`src/rtl/vga_timing_pkg.sv`:
```
// Shared constants, counter-width helper and sync bundle type for the VGA raster generator.
// Default timing is 640x480@60 Hz with a 25 MHz pixel clock.
package vga_timing_pkg;

   localparam int DEF_H_ACTIVE = 640;
   localparam int DEF_H_FP     = 16;
   localparam int DEF_H_SYNC   = 96;
   localparam int DEF_H_BP     = 48;
   localparam int DEF_V_ACTIVE = 480;
   localparam int DEF_V_FP     = 10;
   localparam int DEF_V_SYNC   = 2;
   localparam int DEF_V_BP     = 33;

   localparam int DEF_H_TOTAL = DEF_H_ACTIVE + DEF_H_FP + DEF_H_SYNC + DEF_H_BP;
   localparam int DEF_V_TOTAL = DEF_V_ACTIVE + DEF_V_FP + DEF_V_SYNC + DEF_V_BP;

   localparam int DEF_HS_START = DEF_H_ACTIVE + DEF_H_FP;
   localparam int DEF_HS_END   = DEF_HS_START + DEF_H_SYNC - 1;
   localparam int DEF_VS_START = DEF_V_ACTIVE + DEF_V_FP;
   localparam int DEF_VS_END   = DEF_VS_START + DEF_V_SYNC - 1;

   localparam int H_PORT_W = 11;
   localparam int V_PORT_W = 10;

   function automatic int cnt_width(input int total);
      return (total < 2) ? 1 : $clog2(total);
   endfunction

   localparam int H_CNT_W = cnt_width(DEF_H_TOTAL);
   localparam int V_CNT_W = cnt_width(DEF_V_TOTAL);

   typedef struct packed {
      logic de;
      logic hsync;
      logic vsync;
   } sync_t;

   localparam sync_t SYNC_IDLE = '{de: 1'b0, hsync: 1'b1, vsync: 1'b1};

endpackage

```
`src/rtl/vga_timing_if.sv`:
```
// Raster timing bundle: the generator drives it (master), pixel/SRAM logic consumes it (slave).
interface vga_timing_if;
   import vga_timing_pkg::*;

   logic [H_PORT_W-1:0] h_cnt;
   logic [V_PORT_W-1:0] v_cnt;
   logic                de;
   logic                hsync;
   logic                vsync;
   logic                EoFrame;

   modport master (output h_cnt, v_cnt, de, hsync, vsync, EoFrame);
   modport slave  (input  h_cnt, v_cnt, de, hsync, vsync, EoFrame);
endinterface

```
`src/rtl/vga_timing_gen_sync_delay_line.sv`:
```
// Fixed-depth register line with a synchronous active-low reset that loads every stage
// with a given idle value; used to align sync/de with the pixel read latency.
module sync_delay_line #(
   parameter int                WIDTH   = 3,
   parameter int                DEPTH   = 2,
   parameter logic [WIDTH-1:0]  RST_VAL = '0
) (
   input  logic             clk,
   input  logic             rst_n,
   input  logic [WIDTH-1:0] din,
   output logic [WIDTH-1:0] dout
);

   logic [WIDTH-1:0] stage_q [DEPTH];
   logic [WIDTH-1:0] stage_d [DEPTH];

   always_comb begin
      stage_d[0] = din;
      for (int i = 1; i < DEPTH; i++) begin
         stage_d[i] = stage_q[i-1];
      end
   end

   always_ff @(posedge clk) begin
      for (int i = 0; i < DEPTH; i++) begin
         if (!rst_n) begin
            stage_q[i] <= RST_VAL;
         end else begin
            stage_q[i] <= stage_d[i];
         end
      end
   end

   assign dout = stage_q[DEPTH-1];

endmodule

```
`src/rtl/vga_timing_gen.sv`:
```
// Free-running VGA raster timing generator (counters, syncs, display enable, EoFrame).
// Optional macro VGA_SYNC_DELAY_EN delays hsync/vsync/de by SYNC_DELAY cycles.
module vga_timing_gen
   import vga_timing_pkg::*;
#(
   parameter int H_ACTIVE   = DEF_H_ACTIVE,
   parameter int H_FP       = DEF_H_FP,
   parameter int H_SYNC     = DEF_H_SYNC,
   parameter int H_BP       = DEF_H_BP,
   parameter int V_ACTIVE   = DEF_V_ACTIVE,
   parameter int V_FP       = DEF_V_FP,
   parameter int V_SYNC     = DEF_V_SYNC,
   parameter int V_BP       = DEF_V_BP,
   parameter int SYNC_DELAY = 2
) (
   input  logic         pixel_clk,
   input  logic         rst_n,
   vga_timing_if.master vga
);

   localparam int H_TOTAL = H_ACTIVE + H_FP + H_SYNC + H_BP;
   localparam int V_TOTAL = V_ACTIVE + V_FP + V_SYNC + V_BP;
   localparam int HW      = cnt_width(H_TOTAL);
   localparam int VW      = cnt_width(V_TOTAL);

   localparam logic [HW-1:0] H_LAST   = HW'(H_TOTAL - 1);
   localparam logic [HW-1:0] H_ACT    = HW'(H_ACTIVE);
   localparam logic [HW-1:0] H_EOF    = HW'(H_ACTIVE - 1);
   localparam logic [HW-1:0] HS_START = HW'(H_ACTIVE + H_FP);
   localparam logic [HW-1:0] HS_END   = HW'(H_ACTIVE + H_FP + H_SYNC - 1);
   localparam logic [VW-1:0] V_LAST   = VW'(V_TOTAL - 1);
   localparam logic [VW-1:0] V_ACT    = VW'(V_ACTIVE);
   localparam logic [VW-1:0] V_EOF    = VW'(V_ACTIVE - 1);
   localparam logic [VW-1:0] VS_START = VW'(V_ACTIVE + V_FP);
   localparam logic [VW-1:0] VS_END   = VW'(V_ACTIVE + V_FP + V_SYNC - 1);

   if (SYNC_DELAY < 1 || SYNC_DELAY > 8) begin : g_bad_delay
      $error("vga_timing_gen: SYNC_DELAY must be in 1..8");
   end

   logic [HW-1:0] h_q, h_d;
   logic [VW-1:0] v_q, v_d;
   sync_t         sync_q, sync_d;
   logic          eof_q, eof_d;
   sync_t         sync_out;

   // Decode from the next counter values so flags line up with the counters they accompany.
   always_comb begin
      h_d = h_q + 1'b1;
      v_d = v_q;
      if (h_q == H_LAST) begin
         h_d = '0;
         v_d = (v_q == V_LAST) ? '0 : v_q + 1'b1;
      end
      sync_d.de    = (h_d < H_ACT) && (v_d < V_ACT);
      sync_d.hsync = !((h_d >= HS_START) && (h_d <= HS_END));
      sync_d.vsync = !((v_d >= VS_START) && (v_d <= VS_END));
      eof_d        = (h_d == H_EOF) && (v_d == V_EOF);
   end

   always_ff @(posedge pixel_clk) begin
      if (!rst_n) begin
         h_q    <= '0;
         v_q    <= '0;
         sync_q <= SYNC_IDLE;
         eof_q  <= 1'b0;
      end else begin
         h_q    <= h_d;
         v_q    <= v_d;
         sync_q <= sync_d;
         eof_q  <= eof_d;
      end
   end

`ifdef VGA_SYNC_DELAY_EN
   sync_delay_line #(
      .WIDTH   ($bits(sync_t)),
      .DEPTH   (SYNC_DELAY),
      .RST_VAL (SYNC_IDLE)
   ) u_sync_delay (
      .clk   (pixel_clk),
      .rst_n (rst_n),
      .din   (sync_q),
      .dout  (sync_out)
   );
`else
   assign sync_out = sync_q;
`endif

   assign vga.h_cnt   = H_PORT_W'(h_q);
   assign vga.v_cnt   = V_PORT_W'(v_q);
   assign vga.de      = sync_out.de;
   assign vga.hsync   = sync_out.hsync;
   assign vga.vsync   = sync_out.vsync;
   assign vga.EoFrame = eof_q;

endmodule
```
`src/flat_wrapper.sv`:
```
// flat-port wrapper written by rule: the top's interface ports become plain ports
module vga_timing_gen_flat import vga_timing_pkg::*;
#(
   parameter int H_ACTIVE   = DEF_H_ACTIVE,
   parameter int H_FP       = DEF_H_FP,
   parameter int H_SYNC     = DEF_H_SYNC,
   parameter int H_BP       = DEF_H_BP,
   parameter int V_ACTIVE   = DEF_V_ACTIVE,
   parameter int V_FP       = DEF_V_FP,
   parameter int V_SYNC     = DEF_V_SYNC,
   parameter int V_BP       = DEF_V_BP,
   parameter int SYNC_DELAY = 2
)
  (pixel_clk, rst_n, vga_h_cnt, vga_v_cnt, vga_de, vga_hsync, vga_vsync, vga_EoFrame);
  vga_timing_if vga_i ();
  input  logic pixel_clk;
  input  logic rst_n;
  output wire logic [$bits(vga_i.h_cnt)-1:0] vga_h_cnt;
  output wire logic [$bits(vga_i.v_cnt)-1:0] vga_v_cnt;
  output wire logic [$bits(vga_i.de)-1:0] vga_de;
  output wire logic [$bits(vga_i.hsync)-1:0] vga_hsync;
  output wire logic [$bits(vga_i.vsync)-1:0] vga_vsync;
  output wire logic [$bits(vga_i.EoFrame)-1:0] vga_EoFrame;
  assign vga_h_cnt = vga_i.h_cnt;
  assign vga_v_cnt = vga_i.v_cnt;
  assign vga_de = vga_i.de;
  assign vga_hsync = vga_i.hsync;
  assign vga_vsync = vga_i.vsync;
  assign vga_EoFrame = vga_i.EoFrame;
  vga_timing_gen #(.H_ACTIVE(H_ACTIVE), .H_FP(H_FP), .H_SYNC(H_SYNC), .H_BP(H_BP), .V_ACTIVE(V_ACTIVE), .V_FP(V_FP), .V_SYNC(V_SYNC), .V_BP(V_BP), .SYNC_DELAY(SYNC_DELAY)) u_core (.pixel_clk(pixel_clk), .rst_n(rst_n), .vga(vga_i));
endmodule
```
`config.mk`:
```
export PLATFORM = sky130hd
export DESIGN_NAME = vga_timing_gen_flat
export DESIGN_NICKNAME = d
export VERILOG_FILES = /design/src/rtl/vga_timing_pkg.sv /design/src/rtl/vga_timing_if.sv /design/src/rtl/vga_timing_gen_sync_delay_line.sv /design/src/rtl/vga_timing_gen.sv /design/src/flat_wrapper.sv
export SDC_FILE = /design/constraint.sdc
export NUM_CORES = 1
export LEC_CHECK = 0
export BUFFER_PORTS_ARGS = -buffer_cell sky130_fd_sc_hd__buf_2
export CORE_MARGIN = 1.5
export CORE_UTILIZATION = 60
export DETAILED_ROUTE_END_ITERATION = 8
export GPL_TIMING_DRIVEN = 1
export PLACE_DENSITY = 0.84
export SETUP_SLACK_MARGIN = 0.4
export SYNTH_ARGS = -nofsm -noshare
export SYNTH_HDL_FRONTEND = slang
export SYNTH_SLANG_ARGS = --single-unit
```
`constraint.sdc`:
```
create_clock -name pixel_clk -period 8.1 [get_ports pixel_clk]
set_clock_uncertainty 0.1 [all_clocks]
set_input_delay 1.62 -clock pixel_clk [delete_from_list [all_inputs] [get_ports pixel_clk]]
set_output_delay 1.62 -clock pixel_clk [all_outputs]
set_load 0.02 [all_outputs]
```
==> results of run 1 <==
[worst max-delay path, cell delays in order, from the launching register on]
cell and delay [ns]:
dfxtp_1 0.46, ha_1 0.30, nand4_1 0.39, nor4_1 0.63, mux2_2 0.41, o21a_1 0.20, or4_1 0.50
[metal layers]
| metal | vias up | track usage [%] | part of all wire (%) |
|---|---|---|---|
| met5 | - | 0 | 0 |
| met2 | 63 | 46.0 | 50 |
| met3 | 11 | 2.69 | 5.6 |
| met1 | 732 | 33.3 | 42 |
| met4 | 0 | 11.0 | 2.4 |
| li1 | 777 | - | - |
[cells in the mapped netlist (all sizes together), types with 2 or more instances]
| cell | n |
|---|---|
| ha | 4 |
| nor4 | 6 |
| and2b | 2 |
| o41ai | 4 |
| nor3 | 7 |
| inv | 8 |
| nand3 | 11 |
| nand2 | 14 |
| or4 | 3 |
| o31ai | 2 |
| and4 | 2 |
| a2111oi | 3 |
| o311ai | 2 |
| buf | 8 |
| xnor2 | 10 |
| nand3b | 3 |
| clkbuf | 10 |
| xor2 | 5 |
| a21oi | 6 |
| and3 | 3 |
| nor2b | 3 |
| nand4 | 9 |
| or3 | 5 |
| nor2 | 19 |
| a211oi | 3 |
| a31oi | 2 |
| o21ai | 8 |
| dfxtp | 24 |
[kinds of logic after synthesis]
group	Yosys count	share of synthesized area, %
AOI/OAI and AO/OA	40	17.7
xor gates and xnor gates	15	8.06
adders and majority gates	4	3.07
buffers and inverters	26	8.22
DFF	24	29.5
muxes	2	1.31
other	1	0.230
and+or+nand+nor	93	31.9
[final timing paths]
kind                  from          endpoint  slack, ns
max          u_core.h_q[0]  u_core.vga.vsync       5.00
min          u_core.h_q[0]     u_core.h_q[0]       0.44
max reg2reg  u_core.h_q[0]  u_core.vga.vsync       5.00
min reg2reg  u_core.h_q[0]     u_core.h_q[0]       0.44
[state kept, by name (all words and copies together) (netlist names)]
name,cells
u_core.vga.vsync,1
u_core.h_q,10
u_core.vga.EoFrame,1
u_core.vga.de,1
u_core.vga.hsync,1
u_core.vga.v_cnt,10
[layout make-up]
class                   count  area, um^2  area share, %
clock buffers               4        36.3           2.10
flip-flops and latches     24         480           27.9
repair buffers             25         125           7.26
multi-input cells         155        1010           58.9
well taps                  30        37.5           2.18
inverters                   8        30.0           1.74
[cells in the final DEF, fill, tap and decap left out, types with 4 or more instances in the layout]
cell type / Yosys / layout
buf_2: 2 / 25
dfxtp_1: 24 / 24
nor2_1: 19 / 19
nand2_1: 14 / 14
nand3_1: 11 / 11
xnor2_1: 10 / 10
nand4_1: 9 / 9
inv_1: 8 / 8
o21ai_0: 8 / 8
nor3_1: 7 / 7
nor4_1: 6 / 6
a21oi_1: 6 / 6
xor2_1: 5 / 5
ha_1: 4 / 4
[stage by stage]
step                hold WS (ns)  instances  area [um^2]  utilization (%)
finish                     0.435        246         1720             68.4
global route               0.471        246         1720             68.4
CTS                        0.439        246         1720             68.4
detailed placement         0.402        242         1690             66.9
global placement           0.384        242         1690             66.9
floorplan                  0.455        205         1630                -
[power breakdown]
part	switching, mW	total (mW)	internal [mW]
clock network	0.0365	0.0640	0.0275
registers	0.00235	0.122	0.120
logic	0.00670	0.00961	0.00292
total	0.0455	0.196	0.150
==> results by group, run 1 <==
Timing
  • Achievable Freq: 0.322 GHz
  • Slew headroom: 33.4%
  • Final TNS setup: 0 ns
  • Fin. Hold Viols: 0
  • Fin crit share: 38.3%
  • Slew @ Worst Pin: 0.991 ns
  • Setup ws final: 5.00 ns
  • Unrepaired setup endpoints after global routing: false
  • Final slew viol count: 0
  • Minimum clock period: 3.10 ns
  • Setup violations, final: 0

Floorplanning
  • Starting density of the core: 64.6%
  • Core ar.: 2520 um^2
  • I/O pins: 27
  • # rows: 18
  • Die area: 3040 um^2
  • Die Y: 55.1 um
  • Die width: 55.1 um

Clock tree
  • H-tree depth: 1
  • TritonCTS buffer count: 3
  • Worst-skew pair later-pin latency: 0.32 ns
  • Clk pin slew, worst setup/hold paths: 0.13 ns
  • Clock Tree Root: clkbuf_4
  • Gates resized, CTS repair: 0
  • Post-CTS Setup Bufs: 0
  • Cts hold-fix bufs: 0
  • TritonCTS clock tree: done
  • Clock sink count: 24
  • Maximum buffer depth of the clock tree: 2

Power and ir drop
  • IR drop worst, VDD: 86.6 uV
  • P per Cell Area: 113 nW/um^2
  • Tot Pwr: 0.196 mW
  • Static leakage: 0.649 nW

Synthesis
  • Post-synthesis cell count: 205
  • Post-synth top area cell: dfxtp_1
  • Distinct cells, synth: 55
  • Sequential fraction of the synthesis area: 29.5%
  • Most used DFF post-synth: dfxtp_1
  • Synth Register Bits: 24
  • Yosys warns: 0
  • Syn Area/Cell: 7.95 um^2
  • Total nets after synthesis: 211
  • Ys async rst share: 0%
  • EDFF count, synth: 0
  • Cell Area, Synth: 1630 um^2
  • Post-synth top area share: 29.5%
  • Dominant cells by area after synthesis: dfxtp_1, xnor2_1, nor2_1, nand4_1, nand3_1

GRT
  • GRT Total Usage: 26.5%
  • Gr ovfl total: 0
  • Number of global-route vias before repair: 1372
  • Antenna violations before repair: 0
  • Pin count of the biggest net entering global routing: 17
  • First-pass GRT wire length: 5890 um

Worst setup path
  • CP Data Required Time: 8.22 ns
  • Max FO, Critical Path: 12
  • Crit end category: flip-flop
  • CP Class: flip-flop to flip-flop
  • Worst path arrival time: 3.22 ns
  • CP startpoint kind: flip-flop
  • Worst Reg2Reg Path Length in Cells: 6

Final layout
  • N_diodes: 0
  • Area Growth Syn to Fin: 5.84%
  • Fillers: 208
  • Final #Nets: 223
  • Layout cell share with drive strength beyond 1: 17.1%

Routing
  • Total number of vias: 1583
  • Drt via density: 6.43
  • Detail Route Antenna Nets: 0
  • DRC errors left: 0
  • Average wire per standard cell: 15.2 um
  • Final wirelength: 3750 um
  • Total iterations of the first detailed-routing run: 4
  • Iteration-0 DRC Markers: 69

Placed design
  • PortBufs: 25
  • Setup WS pre-CTS: 5.04 ns
  • Final GP Congestion: 0.910
  • Dpl hpwl: 2670 um

Worst hold path
  • Hold depth: 1
  • Tightest Hold Check Type: flip-flop to flip-flop

Status
  • Status: completed

Run
  • Max Cap Viol: 0
No activity file was read; power rests on OpenSTA's default activity.
==> inputs of run 2 (changes only) <==
--- a/config.mk
+++ b/config.mk
@@ -5,12 +5,13 @@
 export SDC_FILE = /design/constraint.sdc
 export NUM_CORES = 1
 export LEC_CHECK = 0
+export ABC_AREA = 1
 export BUFFER_PORTS_ARGS = -buffer_cell sky130_fd_sc_hd__buf_2
 export CORE_MARGIN = 1.5
-export CORE_UTILIZATION = 60
+export CORE_UTILIZATION = 50
 export DETAILED_ROUTE_END_ITERATION = 8
 export GPL_TIMING_DRIVEN = 1
-export PLACE_DENSITY = 0.84
+export PLACE_DENSITY = 0.75
 export SETUP_SLACK_MARGIN = 0.4
 export SYNTH_ARGS = -nofsm -noshare
 export SYNTH_HDL_FRONTEND = slang
==> constraint.sdc (replaced) <==
create_clock -name pixel_clk -period 2.85 [get_ports pixel_clk]
set_clock_uncertainty 0.1 [all_clocks]
set_input_delay 0.57 -clock pixel_clk [delete_from_list [all_inputs] [get_ports pixel_clk]]
set_output_delay 0.57 -clock pixel_clk [all_outputs]
set_load 0.02 [all_outputs]
==> results by group, run 2 <==
Clock tree
  • TritonCTS buffer count: 3 (unchanged)
  • Clock Tree Root: clkbuf_4
  • Gates resized, CTS repair: 0 (unchanged)
  • H-tree depth: 1 (unchanged)
  • Post-CTS Setup Bufs: 0 (unchanged)
  • Cts hold-fix bufs: 0 (unchanged)
  • Clk pin slew, worst setup/hold paths: 0.15 ns (+0.02 ns)
  • Clock sink count: 24 (unchanged)
  • TritonCTS clock tree: done
  • Worst-skew pair later-pin latency: 0.33 ns (about the same)
  • Maximum buffer depth of the clock tree: 2 (unchanged)

Floorplanning
  • Die area: 3460 um^2 (+14%)
  • I/O pins: 27 (unchanged)
  • Die Y: 58.8 um (+6.7%)
  • Core ar.: 3000 um^2 (+19%)
  • Starting density of the core: 51.8% (-13 points)
  • # rows: 20 (+2)
  • Die width: 58.8 um (+6.7%)

Placed design
  • PortBufs: 25 (unchanged)
  • Final GP Congestion: 0.910 (about the same)
  • Placement Cell Area: 1700 um^2 (+0.59%)
  • Dpl hpwl: 2850 um (+6.6%)

Synthesis
  • Cell Area, Synth: 1560 um^2 (-4.5%)
  • Synth Register Bits: 24 (unchanged)
  • Total nets after synthesis: 244 (+16%)
  • Post-synth top area cell: dfxtp_1
  • Dominant cells by area after synthesis: dfxtp_1, nand2_1, nor2_1, nand3_1, inv_1
  • Sequential fraction of the synthesis area: 30.9% (+1.4 points)
  • Most frequent cell after synthesis: nand2_1
  • EDFF count, synth: 0 (unchanged)
  • Distinct cells, synth: 29 (-47%)
  • Post-synth top area share: 30.9% (+1.4 points)
  • Most used DFF post-synth: dfxtp_1
  • Post-synthesis cell count: 238 (+16%)
  • Yosys warns: 0 (unchanged)
  • Syn Area/Cell: 6.54 um^2 (-18%)
  • Ys async rst share: 0% (unchanged)
  • Synth top cells by count: nand2_1, nor2_1, inv_1, dfxtp_1, nand3_1

GRT
  • Pin count of the biggest net entering global routing: 21 (+4)
  • First-pass GRT wire length: 6290 um (+6.7%)
  • GRT Total Usage: 23.5% (-3.0 points)
  • Gr ovfl total: 0 (unchanged)
  • Number of global-route vias before repair: 1384 (+0.87%)
  • Antenna violations before repair: 0 (unchanged)

Routing
  • Average wire per standard cell: 12.7 um (-16%)
  • Total number of vias: 1572 (-0.69%)
  • Iteration-0 DRC Markers: 57 (-17%)
  • Total iterations of the first detailed-routing run: 4 (unchanged)
  • Final wirelength: 3760 um (+0.40%)
  • Drt via density: 5.33 (-17%)
  • DRC errors left: 0 (unchanged)
  • Detail Route Antenna Nets: 0 (unchanged)

Timing
  • Fin. Hold Viols: 0 (unchanged)
  • WHS: 0.386 ns (-0.0497 ns)
  • Unrepaired setup endpoints after global routing: false
  • Setup violations, final: 0 (unchanged)
  • Slew @ Worst Pin: 0.644 ns (-0.346 ns)
  • Minimum clock period: 2.16 ns (-0.949 ns)
  • Final TNS setup: 0 ns (unchanged)
  • Final slew viol count: 0 (unchanged)
  • Achievable Freq: 0.464 GHz (+44%)
  • Slew headroom: 57.0% (+24 points)
  • Fin crit share: 75.6% (+37 points)

Worst setup path
  • Crit end category: flip-flop
  • CP startpoint kind: flip-flop
  • Max FO, Critical Path: 10 (-2)
  • Worst r2r src: u_core.h_q[0]
  • Critical path launch point: u_core.h_q[0]
  • CP Data Required Time: 2.98 ns (-5.24 ns)
  • Worst path arrival time: 2.28 ns (-0.94 ns)
  • CP Class: flip-flop to flip-flop

Run
  • Max Cap Viol: 0 (unchanged)

Final layout
  • Final Cell Area: 1750 um^2 (+1.5%)
  • N_diodes: 0 (unchanged)
  • Fillers: 310 (+49%)
  • Most frequent cells in the layout: nand2_1, nor2_1, inv_1, buf_2, dfxtp_1
  • Layout cell share with drive strength beyond 1: 22.9% (+5.8 points)
  • Most common cell after layout, fill and taps aside: nand2_1
  • Final #Nets: 269 (+21%)
  • Area Growth Syn to Fin: 12.5%

Power and ir drop
  • P per Cell Area: 363 nW/um^2 (+220%)
  • Static leakage: 0.832 nW (+28%)
  • IR drop worst, VDD: 238 uV (+170%)
  • Tot Pwr: 0.635 mW (+220%)

Status
  • Status: completed

Worst hold path
  • Tightest Hold Check Type: primary input to flip-flop
  • Hold Startpoint: rst_n
## run 2: final timing paths
check                        end  slack [ns]  depth (start not counted)
max             u_core.vga.vsync        0.69                         10
min reg2reg        u_core.h_q[1]        0.52                          2
min          u_core.vga.v_cnt[0]        0.39                          3
max reg2reg     u_core.vga.vsync        0.69                         10
## run 2: worst max-delay path: stages (launching register included)
cell and delay, ns:
dfxtp_1 0.52, ha_1 0.27, nand2_4 0.10, nor2_8 0.21, inv_2 0.08, nor2_2 0.18, nand2_1 0.07, nand2_1 0.09
nand3_1 0.11, nor3_1 0.20, nand4_1 0.14
## run 2: metrics by stage
| stage | util (%) | worst slack [ns] | cells |
|---|---|---|---|
| floorplan | - | 0.978 | 238 |
| global placement | 56.5 | 0.790 | 291 |
| detailed placement | 56.5 | 0.798 | 291 |
| CTS | 58.3 | 0.771 | 295 |
| global route | 58.3 | 0.600 | 295 |
| finish | 58.3 | 0.694 | 295 |
## run 2: report_power, final
group          internal [mW]  switching [mW]
clock                  0.142           0.120
combinational        0.00767          0.0188
sequential             0.340         0.00590
## run 2: metal layers
layer  share of wire, %  global-route usage [%]  vias to the layer above
met2                 45                    35.4                       51
met1                 47                    34.4                      705
met3                5.5                    2.64                       12
li1                   -                       -                      804
met5                  0                       0                        -
met4                2.7                    8.77                        0
## run 2: area by class of cell
type	count	area (um^2)	share of cell area (%)
Tap cell	33	41.3	2.36
Clock inverter	1	30.0	1.72
Inverter	29	109	6.22
Timing Repair Buffer	25	125	7.15
Sequential cell	24	480	27.4
Clock buffer	3	22.5	1.29
Multi-Input combinational cell	180	942	53.8
## run 2: logic make-up (layout without fill, tap and decap cells)
kind of cell	after synthesis	in the layout	synth area share, %
simple gates	163	163	52.5
buf+inv	34	58	8.60
flops	24	24	30.9
compound gates	11	11	4.02
fa+ha+maj	4	4	3.22
other cells	1	1	0.241
xor+xnor	1	1	0.563
